[config.mk]
export PLATFORM = sky130hd
export DESIGN_NAME = serial_rx_fifo
export DESIGN_NICKNAME = d
export VERILOG_FILES = /design/src/rtl/serial_rx_fifo.sv
export SDC_FILE = /design/constraint.sdc
export NUM_CORES = 1
export LEC_CHECK = 0
export CAP_MARGIN = 15
export CORE_ASPECT_RATIO = 0.9
export CORE_MARGIN = 2
export CORE_UTILIZATION = 45
export CTS_CLUSTER_DIAMETER = 150
export CTS_CLUSTER_SIZE = 25
export DETAILED_ROUTE_END_ITERATION = 12
export PLACE_DENSITY_LB_ADDON = 0.05
export SLEW_MARGIN = 20
export SYNTH_ARGS = -nofsm -noshare
export SYNTH_HDL_FRONTEND = slang
export SYNTH_SLANG_ARGS = --single-unit
[constraint.sdc]
create_clock -name clk_i -period 5.55 [get_ports clk_i]
set_clock_uncertainty 0.05 [all_clocks]
set_input_delay 0.8325 -clock clk_i [delete_from_list [all_inputs] [get_ports clk_i]]
set_output_delay 0.8325 -clock clk_i [all_outputs]
set_load 0.05 [all_outputs]
[src/rtl/serial_rx_fifo.sv]
// Serial link receiver: reassembles LSB-first frames into words, optionally checks even parity,
// and buffers complete words in a first-word-fall-through FIFO with a valid/ready output.
module serial_rx_fifo #(
    parameter int unsigned DATA_WIDTH = 8,
    parameter int unsigned FIFO_DEPTH = 4,
    parameter int unsigned HAS_PARITY = 0
) (
    input  logic                  clk_i,
    input  logic                  rst_i,
    input  logic                  serial_in_i,
    input  logic                  enable_i,
    input  logic                  start_i,
    output logic [DATA_WIDTH-1:0] parallel_out_o,
    output logic                  valid_o,
    input  logic                  ready_i,
    output logic                  fifo_full_o,
    output logic                  fifo_empty_o,
    output logic                  overflow_o,
    output logic                  parity_err_o,
    output logic                  frame_err_o
);

    localparam int unsigned BitCntW = $clog2(DATA_WIDTH);
    localparam int unsigned PtrW    = (FIFO_DEPTH > 1) ? $clog2(FIFO_DEPTH) : 1;
    localparam int unsigned OccW    = $clog2(FIFO_DEPTH + 1);

    typedef enum logic [1:0] {StIdle, StData, StParity} state_e;

    state_e                  state_q, state_d;
    logic [BitCntW-1:0]      bit_cnt_q, bit_cnt_d;
    logic [DATA_WIDTH-1:0]   shift_q, shift_d;
    logic [DATA_WIDTH-1:0]   hold_q, hold_d;
    logic                    hold_vld_q, hold_vld_d;
    logic                    word_done;
    logic                    par_err_d, frm_err_d, ovf_d;
    logic                    par_err_q, frm_err_q, ovf_q;

    logic [DATA_WIDTH-1:0]   mem_q [FIFO_DEPTH];
    logic [PtrW-1:0]         wr_ptr_q, wr_ptr_d, rd_ptr_q, rd_ptr_d;
    logic [OccW-1:0]         occ_q, occ_d;
    logic                    full, empty, push, pop;

    // Frame assembly; a start strobe always wins and reopens a frame at bit 0.
    always_comb begin
        state_d   = state_q;
        bit_cnt_d = bit_cnt_q;
        shift_d   = shift_q;
        word_done = 1'b0;
        par_err_d = 1'b0;
        frm_err_d = 1'b0;
        if (enable_i) begin
            if (start_i) begin
                frm_err_d  = (state_q != StIdle);
                shift_d    = '0;
                shift_d[0] = serial_in_i;
                bit_cnt_d  = BitCntW'(1);
                state_d    = StData;
            end else begin
                unique case (state_q)
                    StIdle: begin
                    end
                    StData: begin
                        shift_d[bit_cnt_q] = serial_in_i;
                        if (bit_cnt_q == BitCntW'(DATA_WIDTH - 1)) begin
                            bit_cnt_d = '0;
                            if (HAS_PARITY != 0) begin
                                state_d = StParity;
                            end else begin
                                state_d   = StIdle;
                                word_done = 1'b1;
                            end
                        end else begin
                            bit_cnt_d = bit_cnt_q + BitCntW'(1);
                        end
                    end
                    StParity: begin
                        state_d = StIdle;
                        if ((^shift_q) ^ serial_in_i) begin
                            par_err_d = 1'b1;
                        end else begin
                            word_done = 1'b1;
                        end
                    end
                    default: state_d = StIdle;
                endcase
            end
        end
    end

    assign hold_d     = word_done ? shift_d : hold_q;
    assign hold_vld_d = word_done;

    assign full  = (occ_q == OccW'(FIFO_DEPTH));
    assign empty = (occ_q == '0);
    assign pop   = !empty && ready_i;
    // A full FIFO still takes the held word when the head leaves on the same edge.
    assign push  = hold_vld_q && (!full || pop);
    assign ovf_d = hold_vld_q && full && !pop;

    always_comb begin
        wr_ptr_d = wr_ptr_q;
        rd_ptr_d = rd_ptr_q;
        occ_d    = occ_q;
        if (push) begin
            wr_ptr_d = (wr_ptr_q == PtrW'(FIFO_DEPTH - 1)) ? '0 : wr_ptr_q + PtrW'(1);
        end
        if (pop) begin
            rd_ptr_d = (rd_ptr_q == PtrW'(FIFO_DEPTH - 1)) ? '0 : rd_ptr_q + PtrW'(1);
        end
        if (push && !pop) begin
            occ_d = occ_q + OccW'(1);
        end else if (pop && !push) begin
            occ_d = occ_q - OccW'(1);
        end
    end

    always_ff @(posedge clk_i) begin
        if (rst_i) begin
            state_q    <= StIdle;
            bit_cnt_q  <= '0;
            shift_q    <= '0;
            hold_q     <= '0;
            hold_vld_q <= 1'b0;
            par_err_q  <= 1'b0;
            frm_err_q  <= 1'b0;
            ovf_q      <= 1'b0;
            wr_ptr_q   <= '0;
            rd_ptr_q   <= '0;
            occ_q      <= '0;
            for (int i = 0; i < FIFO_DEPTH; i++) begin
                mem_q[i] <= '0;
            end
        end else begin
            state_q    <= state_d;
            bit_cnt_q  <= bit_cnt_d;
            shift_q    <= shift_d;
            hold_q     <= hold_d;
            hold_vld_q <= hold_vld_d;
            par_err_q  <= par_err_d;
            frm_err_q  <= frm_err_d;
            ovf_q      <= ovf_d;
            wr_ptr_q   <= wr_ptr_d;
            rd_ptr_q   <= rd_ptr_d;
            occ_q      <= occ_d;
            if (push) begin
                mem_q[wr_ptr_q] <= hold_q;
            end
        end
    end

    assign parallel_out_o = mem_q[rd_ptr_q];
    assign valid_o        = !empty;
    assign fifo_full_o    = full;
    assign fifo_empty_o   = empty;
    assign overflow_o     = ovf_q;
    assign parity_err_o   = par_err_q;
    assign frame_err_o    = frm_err_q;

endmodule
==> results.sh <==
export IMPL_hold_start="shift_q[4]"
export IMPL_crit_type="reg -> out"
export IMPL_cts_root_buf="clkbuf_8"
export IMPL_synth_mux_area_share_pct=11.57
export IMPL_required_ns=4.67
export IMPL_area_growth_pct=14.33
export IMPL_crit_fanout=8
export IMPL_worstSetupEndpointType="output pin"
export IMPL_place_ws_ns=2.258
export IMPL_layout_nets=271
export IMPL_synth_fa_ha_area_share_pct=2.807
export IMPL_core_area_sq_um=6216
export IMPL_top_usage_layer="met1"
export IMPL_drc=0
export IMPL_clock_sinks=64
export IMPL_io_pins=20
export IMPL_antenna_cells=0
export IMPL_worst_pin_slew_ns=0.8125
export IMPL_final_layout_size_suffix_gt1_share_pct=14.02
export IMPL_grt_use_met2_pct=25.93
export IMPL_clk_latency_ns=0.34
export IMPL_r2r_slack_ns=3.19
export IMPL_syn_num_nets=256
export IMPL_die_area_sq_um=7200
export IMPL_hold_viol=0
export IMPL_power_total_uw=1341
export IMPL_initial_core_util_pct=47.32
export IMPL_synth_edf_count=32
export IMPL_synth_compound_area_share_pct=8.337
export IMPL_synthArstFlopShare_pct=0
export IMPL_wl_per_cell_um=16.33
export IMPL_gp_congestion=0.7383
export IMPL_ir_drop_uv=182.5
export IMPL_final_common_cell="and2_1"
export IMPL_grt_max_degree=29
export IMPL_die_x_um=89.23
export IMPL_synth_ff_type="edfxtp_1"
export IMPL_grt_util_all_layers_pct=18.15
export IMPL_synthSimpleGateAreaFrac_pct=18.55
export IMPL_grt_util_met3_pct=6.475
export IMPL_portBuffers=18
export IMPL_dr_total_vias=1853
export IMPL_synthXorXnorAreaFrac_pct=0.5955
export IMPL_final_seq_area_sq_um=1602
export IMPL_first_pass_iters=6
export IMPL_die_h_um=80.70
export IMPL_grt_met1_usage_pct=25.98
export IMPL_yosysWarningCount=0
export IMPL_fp_row_count=27
export IMPL_grt_first_pass_wirelength_um=9411
export IMPL_drv_cap=0
export IMPL_drt_iter0_markers=156
export IMPL_cts_tree="done"
export IMPL_holdCritPathClass="reg -> reg"
export IMPL_dp_hpwl_um=3793
export IMPL_fillCellCount=572
export IMPL_powerDensity_nw_per_um2=398.8
export IMPL_cp_start_kind="flip-flop"
export IMPL_period_minus_slack_ns=3.245
export IMPL_yosysUniqueCellTypes=43
export IMPL_final_core_util_pct=54.11
export IMPL_fin_ws_ns=2.305
export IMPL_timing_final_crit_share_pct=58.46
export IMPL_reg2reg_depth=7
export IMPL_cts_resized=0
export IMPL_grt_remaining_overflow=0
export IMPL_antenna_found_initial=0
export IMPL_ant_nets=0
export IMPL_r2r_end="occ_q[2]"
export IMPL_relSlewSlack_pct=45.69
export IMPL_clock_path_buffers=2
export IMPL_drt_wl_total_um=5732
export IMPL_ys_seq_elements=64
export IMPL_whs_ns=0.4382
export IMPL_clk_pin_slew_worst_paths_ns=0.07
export IMPL_first_global_vias=1796
export IMPL_avgSynthCellArea_sq_um=12.06
export IMPL_leakage_uw=0.001200
export IMPL_maxSlewViolCount=0
export IMPL_netlist_area_sq_um=2942
export IMPL_cts_htree_levels=3
export IMPL_outcome="complete, no violations"
export IMPL_cts_made_buffers=9
export IMPL_rsz0062_at_grt="no"
export IMPL_max_freq_mhz=308.2
export IMPL_multi_input_area_sq_um=1235
export IMPL_setup_viol=0
export IMPL_cp_endpoint="parallel_out_o[2]"
export IMPL_r2r_start="occ_q[0]"
export IMPL_tns_ns=0
export IMPL_post_cts_setup_buffers=0
export IMPL_viasPerCell=5.279
export IMPL_layout_common_cells="and2_1 (34), dfxtp_1 (32), edfxtp_1 (32), clkdlybuf4s50_1 (18)"
export IMPL_ys_seq_area_share_pct=54.44
export IMPL_synth_top_family_by_area="simple AND/OR/NAND/NOR gates"
export IMPL_worst_ep_arrival_time_ns=2.36
export IMPL_netlist_instances=244
export IMPL_cts_hold_buffers=0
## per-stage QoR
step           cell area (sq um)  cells
6_report                    3363    351
5_1_grt                     3363    351
4_1_cts                     3363    351
3_5_place_dp                3174    335
3_3_place_gp                3174    335
2_1_floorplan               2942    244
## critical path, cell delays in order (launching register included)
cell and delay, ns:
dfxtp_1 0.69, mux4_2 0.61, clkdlybuf4s50_1 0.72
## routing by layer
| metal | up-vias | part of all wire, % |
|---|---|---|
| li1 | 922 | - |
| met1 | 893 | 51 |
| met2 | 31 | 44 |
| met3 | 7 | 4.3 |
| met4 | 0 | 1.1 |
| met5 | - | 0 |
## how the worst min path moves through the flow
stage,endpoint,slack (ns),depth (start not counted)
floorplan,shift_q[7],0.39,2
global placement,shift_q[7],0.42,2
detailed placement,shift_q[4],0.43,2
CTS,shift_q[4],0.44,2
global route,shift_q[6],0.47,2
finish,shift_q[4],0.44,2
## cells by family after synthesis
| logic type | Yosys count |
|---|---|
| flip-flops | 64 |
| other | 1 |
| AND/OR/NAND/NOR | 80 |
| AO/OA/AOI/OAI | 41 |
| multiplexers | 24 |
| adder cells (fa/ha/maj) | 6 |
| buffers and inverters | 26 |
| XOR/XNOR | 2 |
## cells in the mapped netlist, types with 2 or more instances
cell | instances | share of area [%]
nor3b_1 | 3 | 0.77
a21oi_1 | 13 | 2.2
or2_2 | 4 | 0.85
nand2_1 | 7 | 0.89
xor2_1 | 2 | 0.60
dfxtp_1 | 32 | 22
nor2_1 | 9 | 1.1
o21ai_0 | 16 | 2.7
inv_1 | 11 | 1.4
o32ai_1 | 6 | 1.8
clkbuf_1 | 10 | 1.3
and4bb_2 | 3 | 1.3
edfxtp_1 | 32 | 33
ha_1 | 5 | 2.1
buf_2 | 3 | 0.51
nand4b_1 | 3 | 0.89
or3_1 | 3 | 0.64
mux4_2 | 8 | 6.1
and2_1 | 34 | 7.2
mux2i_1 | 16 | 5.4
nor4b_2 | 2 | 1.0
## cell type report
type	instances	area share [%]
Clock buffer	10	3.795
Clock inverter	6	1.823
Inverter	11	1.228
Multi-Input combinational cell	154	36.72
Sequential cell	64	47.62
Tap cell	87	3.237
Timing Repair Buffer	19	5.580
## report_power, final
part,internal (uW),switching [uW]
clock network,206,181
logic,153,223
registers,528,50.9
total,887,455
## flip-flops by register name, summed over array words and instances (netlist names), named ones only
| register | flops |
|---|---|
| bit_cnt_q | 3 |
| frame_err_o | 1 |
| hold_q | 8 |
| hold_vld_q | 1 |
| mem_q | 32 |
| occ_q | 3 |
| overflow_o | 1 |
| rd_ptr_q | 2 |
| shift_q | 8 |
| state_q | 1 |
| wr_ptr_q | 2 |
(Power assumes the default switching activity.)
